[config.mk]
export PLATFORM = sky130hd
export DESIGN_NAME = muldiv_ctrl_flat
export DESIGN_NICKNAME = d
export VERILOG_FILES = /design/src/rtl/muldiv_if.sv /design/src/rtl/muldiv_ctrl.sv /design/src/flat_wrapper.sv
export SDC_FILE = /design/constraint.sdc
export NUM_CORES = 1
export LEC_CHECK = 0
export ABC_AREA = 0
export CELL_PAD_IN_SITES_DETAIL_PLACEMENT = 1
export CELL_PAD_IN_SITES_GLOBAL_PLACEMENT = 1
export CORE_AREA = 2 2 60 62
export DETAILED_ROUTE_END_ITERATION = 8
export DIE_AREA = 0 0 62 64
export GPL_ROUTABILITY_DRIVEN = 0
export GPL_TIMING_DRIVEN = 1
export HOLD_SLACK_MARGIN = 0.1
export PLACE_DENSITY_LB_ADDON = 0.1
export SLEW_MARGIN = 20
export SYNTH_ARGS = -nofsm -noshare
export SYNTH_HDL_FRONTEND = slang
export SYNTH_SLANG_ARGS = --single-unit
[constraint.sdc]
create_clock -name clk -period 1.8 [get_ports clk]
set_input_delay 0.18 -clock clk [delete_from_list [all_inputs] [get_ports clk]]
set_output_delay 0.18 -clock clk [all_outputs]
set_load 0.02 [all_outputs]
[src/rtl/muldiv_if.sv]
// muldiv_if: request/handshake and HI/LO commit bundle between control unit and muldiv_ctrl.
interface muldiv_if;
    logic        start;
    logic        op;
    logic [31:0] B_in;
    logic        flush;
    logic        mult_start;
    logic        div_start;
    logic        HiLoSrc;
    logic        HI_write;
    logic        LO_write;
    logic        busy;
    logic        done;
    logic        div0;
    modport master (
        output start, op, B_in, flush,
        input  mult_start, div_start, HiLoSrc, HI_write, LO_write, busy, done, div0
    );
    modport slave (
        input  start, op, B_in, flush,
        output mult_start, div_start, HiLoSrc, HI_write, LO_write, busy, done, div0
    );
endinterface

[src/rtl/muldiv_ctrl.sv]
// muldiv_ctrl: sequences one MULT/DIV through launch, fixed-latency wait and HI/LO commit.
module muldiv_ctrl #(
    parameter int MULT_CYCLES = 32,
    parameter int DIV_CYCLES  = 32,
    parameter int CNT_W       = 6
) (
    input logic clk,
    input logic rst_n,
    muldiv_if.slave m
);
    typedef enum logic [2:0] {IDLE, LAUNCH, WAIT, WRITE, DONE, ERR} state_t;
    state_t             state_q, state_d;
    logic [CNT_W-1:0]   cnt_q, cnt_d;
    logic               op_q, op_d;
    logic [7:0]         out_q, out_d;
    always_comb begin
        state_d = state_q;
        cnt_d   = cnt_q;
        op_d    = op_q;
        case (state_q)
            IDLE: if (m.start) begin
                op_d    = m.op;
                state_d = (m.op && m.B_in == 32'd0) ? ERR : LAUNCH;
            end
            LAUNCH: begin
                cnt_d   = op_q ? CNT_W'(DIV_CYCLES) : CNT_W'(MULT_CYCLES);
                state_d = WAIT;
            end
            WAIT: begin
                cnt_d   = cnt_q - 1'b1;
                state_d = (cnt_q == CNT_W'(1)) ? WRITE : WAIT;
            end
            WRITE:   state_d = DONE;
            default: state_d = IDLE;
        endcase
        // Abort wins everywhere, including a start arriving in IDLE.
        if (m.flush) begin
            state_d = IDLE;
            cnt_d   = '0;
            op_d    = op_q;
        end
    end
    // Outputs are registered from the next state so they track state_q exactly.
    always_comb begin
        out_d = {
            state_d == LAUNCH && !op_d,
            state_d == LAUNCH && op_d,
            !op_d,
            state_d == WRITE,
            state_d == WRITE,
            state_d != IDLE,
            state_d == DONE || state_d == ERR,
            state_d == ERR
        };
    end
    always_ff @(posedge clk or negedge rst_n) begin
        if (!rst_n) begin
            state_q <= IDLE;
            cnt_q   <= '0;
            op_q    <= 1'b0;
            out_q   <= 8'b0010_0000;
        end else begin
            state_q <= state_d;
            cnt_q   <= cnt_d;
            op_q    <= op_d;
            out_q   <= out_d;
        end
    end
    assign {m.mult_start, m.div_start, m.HiLoSrc, m.HI_write, m.LO_write, m.busy, m.done, m.div0} = out_q;
endmodule

[src/flat_wrapper.sv]
// flat-port wrapper written by rule: the top's interface ports become plain ports
module muldiv_ctrl_flat 
#(
    parameter int MULT_CYCLES = 32,
    parameter int DIV_CYCLES  = 32,
    parameter int CNT_W       = 6
)
  (clk, rst_n, m_start, m_op, m_B_in, m_flush, m_mult_start, m_div_start, m_HiLoSrc, m_HI_write, m_LO_write, m_busy, m_done, m_div0);
  muldiv_if m_i ();
  input logic clk;
  input logic rst_n;
  input wire logic [$bits(m_i.start)-1:0] m_start;
  input wire logic [$bits(m_i.op)-1:0] m_op;
  input wire logic [$bits(m_i.B_in)-1:0] m_B_in;
  input wire logic [$bits(m_i.flush)-1:0] m_flush;
  output wire logic [$bits(m_i.mult_start)-1:0] m_mult_start;
  output wire logic [$bits(m_i.div_start)-1:0] m_div_start;
  output wire logic [$bits(m_i.HiLoSrc)-1:0] m_HiLoSrc;
  output wire logic [$bits(m_i.HI_write)-1:0] m_HI_write;
  output wire logic [$bits(m_i.LO_write)-1:0] m_LO_write;
  output wire logic [$bits(m_i.busy)-1:0] m_busy;
  output wire logic [$bits(m_i.done)-1:0] m_done;
  output wire logic [$bits(m_i.div0)-1:0] m_div0;
  assign m_i.start = m_start;
  assign m_i.op = m_op;
  assign m_i.B_in = m_B_in;
  assign m_i.flush = m_flush;
  assign m_mult_start = m_i.mult_start;
  assign m_div_start = m_i.div_start;
  assign m_HiLoSrc = m_i.HiLoSrc;
  assign m_HI_write = m_i.HI_write;
  assign m_LO_write = m_i.LO_write;
  assign m_busy = m_i.busy;
  assign m_done = m_i.done;
  assign m_div0 = m_i.div0;
  muldiv_ctrl #(.MULT_CYCLES(MULT_CYCLES), .DIV_CYCLES(DIV_CYCLES), .CNT_W(CNT_W)) u_core (.clk(clk), .rst_n(rst_n), .m(m_i));
endmodule
---- After elaboration in Yosys (flattened, before gate mapping) ----
Index checks and enable logic that the tools add are counted.
storage, ports and cells
  word-level logic and storage cells ...... 32
  output and inout port bits .............. 8
  flip-flop bits (word level) ............. 18
  bits of input ports ..................... 37
cells by class
  add/sub/neg operators ................... 1
  muxes and demuxes ....................... 10
  equality and inequality tests ........... 8
  reductions and logical operators ........ 9
operators with widths
  cell                                              number
  zero test 32 bit                                  1
  one-hot mux 3 bit (4 select lines)                1
  one-hot mux 6 bit (2 select lines)                1
  == test 3 x 2 -> 1 bit, second input constant     3
  two-way mux 3 bit                                 3
  == test 3 x 1 -> 1 bit, second input constant     2
  == test 3 bit, second input constant              2
  == test 6 x 1 -> 1 bit, second input constant     1
  two-way mux 6 bit                                 1
  nonzero test 3 bit                                2
  subtractor 6 x 1 -> 6 bit, second input constant  1
  two-way mux 1 bit                                 4
  logical AND 1 bit                                 3
  zero test 3 bit                                   1
  zero test 1 bit                                   1
  logical OR 1 bit                                  1

---- Logic depth before layout (Yosys ltp) ----
  depth in word-level cells ............... 8
  mapped depth ............................ 6
  mapped depth without buffers ............ 6

---- Least setup slack after synthesis ----
Ideal clock, no wire load.
  path type ............................... register to register
  start point ............................. register u_core.state_q[0]
  end point ............................... register u_core.op_q
  slack ................................... 0.353 ns
  required time ........................... 1.675 ns
  clock period less this slack ............ 1.447 ns
  stages on the path, launching flop included .. 4
  setup time .............................. 0.125 ns
  path buffers ............................ 0
  data arrival time ....................... 1.322 ns
  cell sequence ........................... dfrtp_1 or3_4 or2_4 mux2_4
on the way
  longest elaborated chain between the ends .. 3
RTL lines
  item                    RTL line           text
  from (decl)             muldiv_ctrl.sv:12  state_t state_q, state_d;
  from (signal assigned)  muldiv_ctrl.sv:63  state_q <= state_d;
  zero test 3 bit         muldiv_ctrl.sv:20  case (state_q)
  two-way mux 1 bit       muldiv_ctrl.sv:20
  two-way mux 1 bit       muldiv_ctrl.sv:37  if (m.flush) begin
  net u_core.op_d         muldiv_ctrl.sv:14  logic op_q, op_d;
  to (signal assigned)    muldiv_ctrl.sv:65  op_q <= op_d;
  to (decl)               muldiv_ctrl.sv:14
The timed path passes the listed nets, and every way through them passes these cells.
A chain may end at the register's enable or synchronous reset.

---- Worst setup path after layout ----
  start point ............................. register u_core.out_q[5]
  end point ............................... output port m_HiLoSrc
RTL lines
  item                    RTL line            text
  from (decl)             muldiv_ctrl.sv:15   logic [7:0] out_q, out_d;
  from (signal assigned)  muldiv_ctrl.sv:66   out_q <= out_d;
  to (decl)               flat_wrapper.sv:18  output wire logic [$bits(m_i.HiLoSrc)-1:0] m_HiLoSrc;
No word-level cell between the ends.

==> reports/results.txt <==
stage delay of the slowest cell on the critical path - 590 ps
maximum buffer depth of the clock tree - 2
fraction of synthesis flops using an asynchronous set or reset pin - 1.00
cts hold-fix bufs - 0
buffer type at the clock tree root - sky130_fd_sc_hd__clkbuf_4
vertical die dimension - 64 um
share of total power in combinational logic - 0.315
wire length of the first global-routing pass - 4660 um
count of pins on the block boundary - 45
primary flip-flop cell chosen by synthesis mapping - sky130_fd_sc_hd__dfrtp_1
number of global-route vias before repair - 974
fin crit period - 1600 ps
largest net degree at the start of global routing - 18
cell-internal power - 0.676 mW
Net count, final - 188
post-synthesis net count - 137
TritonCTS Buffers - 3
diodes inserted - 0
cell class contributing the biggest share of worst-path delay - buffers and inverters
drt drc - 0
post-detailed-placement cell area - 0.00146 mm2
Relative slew margins - 0.746
type of element capturing the critical path - primary output
required time at the worst-slack endpoint - 1620 ps
Post-DRT Antenna Nets - 0
First-pass DRT Iterations - 3
post-cts resize count - 0
sequential fraction of the synthesis area - 0.456
count of input and output buffers - 44
outcome - finished, final reports clean
Pwr Density - 648 mW/mm2
final setup skew - 8.30 ps
Finish-stage setup viols - 0
number of buffers and inverters on the critical path - 1
row cnt - 21
highest clock frequency the design can meet - 626 MHz
synthesized instance count - 98
startpoint type of the worst setup path - register
maximum fanout count along the critical path - 1
H-tree depth - 1
switching power - 0.286 mW
cells along the critical path - clkdlybuf4s50_1
Syn-to-layout area delta - 58.6%
pin slew with the least headroom to its limit - 378 ps
synthesized flop and latch total - 17
number of pins exceeding their max-slew limit in the final report - 0
Finished Core Util - 0.452
count of endpoints failing hold in the final timing report - 0
remaining global-route overflow - 0
critical path arrival - 1420 ps
total wire length after detailed routing - 2820 um
clock sinks - 17
Cell variety after synth - 39
via count - 923
number of antenna violations at the first check in global routing - 0
number of violations reported at the end of detailed-routing iteration 0 - 8
cell with the largest stage delay on the worst path - sky130_fd_sc_hd__clkdlybuf4s50_1
Die ar. - 0.00397 mm2
warning count from the yosys run - 0
hold slack final - 197 ps
average detailed-routed wire length per instance - 14.6 um
core region area - 0.00328 mm2
Die W - 62 um
total power draw - 0.962 mW
switching portion of total power - 0.298
TritonCTS clock tree - done
Crit path depth - 1
routed vias/inst - 4.76
post-synthesis average cell area - 9.55 um2
Static Leakage - 0.583 nW
setup repair after global routing missed its margin - false
GR Util All Layers - 0.157
Setup Total Neg Slack - 0 ps
setup fix buffers added after clock tree synthesis - 0
startpoint-to-endpoint class of the critical path - reg2out
fraction of final layout cells with drive strength greater than 1 - 0.122
Worst Hold Class - in2async
Initial Utilization - 0.285
FF-to-FF path depth - 3
clock latency of the later-clocked register in the worst-skew pair - 300 ps
synthesized area - 936 um2
number of enable-type register cells in the synthesized netlist - 0
clock-pin slew on the worst setup and hold paths - 110 ps
share of the clock period used by the worst path - 0.887
Worst VDD drop - 0.000465 V
part of the power in registers - 0.467
max cap viols - 0
dpl hpwl - 2320 um
Finished Cell Area - 0.00148 mm2
Clk pwr share - 0.218
path summary, 6_finish.rpt:
kind                       slack [ps]                          end                   startpoint
max                               200                    m_HiLoSrc    u_core.out_q[5]$_DFF_PN1_
min                               200  u_core.cnt_q[0]$_DFFE_PN0P_                        rst_n
max reg2reg                       320        u_core.op_q$_DFF_PN0_  u_core.state_q[2]$_DFF_PN0_
min reg2reg                       470    u_core.out_q[5]$_DFF_PN1_        u_core.op_q$_DFF_PN0_
max in group asynchronous        1350    u_core.out_q[5]$_DFF_PN1_                        rst_n
min in group clk                  470    u_core.out_q[5]$_DFF_PN1_        u_core.op_q$_DFF_PN0_
registers in the layout, indices dropped and copies added, names as in the netlist:
signal          flops
u_core.op_q         1
u_core.out_q        7
u_core.state_q      3
u_core.cnt_q        6
power groups by stage:
| stage | clock, mW | combinational, mW | sequential, mW |
|---|---|---|---|
| after CTS | 0.221 | 0.306 | 0.449 |
| after floorplan | 0 | 0.134 | 0.464 |
| after global routing | 0.241 | 0.335 | 0.455 |
| final | 0.210 | 0.303 | 0.449 |
| after global placement | 0 | 0.295 | 0.454 |
| after detailed placement | 0 | 0.305 | 0.457 |
through the flow:
step,instances,setup slack (ps)
after floorplan,98,353
after global placement,190,103
after CTS,194,190
final,194,203
after global routing,194,146
after detailed placement,190,42.0
kinds of logic after synthesis:
logic type | synth area share
mux | 0.0267
flops | 0.456
fa+ha+maj | 0.0267
xor+xnor | 0.00936
compound gates | 0.170
buf+inv | 0.0481
simple gates | 0.263
synthesized netlist by cell type (2+ instances only):
cell / count / share of area
sky130_fd_sc_hd__nor4_1: 6 / 0.040
sky130_fd_sc_hd__ha_1: 2 / 0.027
sky130_fd_sc_hd__nor3_1: 5 / 0.027
sky130_fd_sc_hd__and2_1: 3 / 0.020
sky130_fd_sc_hd__o21a_1: 3 / 0.024
sky130_fd_sc_hd__nor2b_1: 2 / 0.013
sky130_fd_sc_hd__o31a_1: 2 / 0.019
sky130_fd_sc_hd__a21oi_1: 5 / 0.027
sky130_fd_sc_hd__o21ai_1: 2 / 0.011
sky130_fd_sc_hd__o21ai_0: 3 / 0.016
sky130_fd_sc_hd__nand4_1: 2 / 0.013
sky130_fd_sc_hd__inv_1: 3 / 0.012
sky130_fd_sc_hd__dfrtp_1: 16 / 0.43
sky130_fd_sc_hd__a32oi_1: 2 / 0.019
sky130_fd_sc_hd__clkbuf_1: 3 / 0.012
sky130_fd_sc_hd__nand2_1: 3 / 0.012
sky130_fd_sc_hd__nor2_1: 14 / 0.056
placed cells by master, fill, tap and decap left out, types with 2 or more instances in the layout:
| cell type | instances |
|---|---|
| sky130_fd_sc_hd__and2_1 | 3 |
| sky130_fd_sc_hd__a21oi_1 | 5 |
| sky130_fd_sc_hd__o31a_1 | 2 |
| sky130_fd_sc_hd__buf_4 | 7 |
| sky130_fd_sc_hd__nand2_1 | 3 |
| sky130_fd_sc_hd__o21ai_0 | 3 |
| sky130_fd_sc_hd__inv_1 | 3 |
| sky130_fd_sc_hd__clkdlybuf4s50_1 | 44 |
| sky130_fd_sc_hd__nor3_1 | 5 |
| sky130_fd_sc_hd__nand4_1 | 2 |
| sky130_fd_sc_hd__a32oi_1 | 2 |
| sky130_fd_sc_hd__ha_1 | 2 |
| sky130_fd_sc_hd__o21a_1 | 3 |
| sky130_fd_sc_hd__o21ai_1 | 2 |
| sky130_fd_sc_hd__nor2_1 | 14 |
| sky130_fd_sc_hd__nor4_1 | 6 |
| sky130_fd_sc_hd__clkbuf_4 | 3 |
| sky130_fd_sc_hd__nor2b_1 | 2 |
| sky130_fd_sc_hd__dfrtp_1 | 16 |
routing by layer:
metal	wire, um	GRT usage	vias up	part of all wire
met1	1240	0.207	448	0.44
met3	85	0.0425	2	0.030
met5	0	0	-	0
met4	17	0.0319	0	0.0060
li1	-	-	459	-
met2	1480	0.254	14	0.52
area by class of cell:
cell class	count	area, um2
Fill cell	385	1800
Tap cell	46	57.6
Inverter	4	15.0
Sequential cell	17	427
Clock buffer	3	22.5
Timing Repair Buffer	51	493
Clock inverter	1	5.00
Multi-Input combinational cell	72	464
Note: power is estimated with default switching activity, not from simulation.
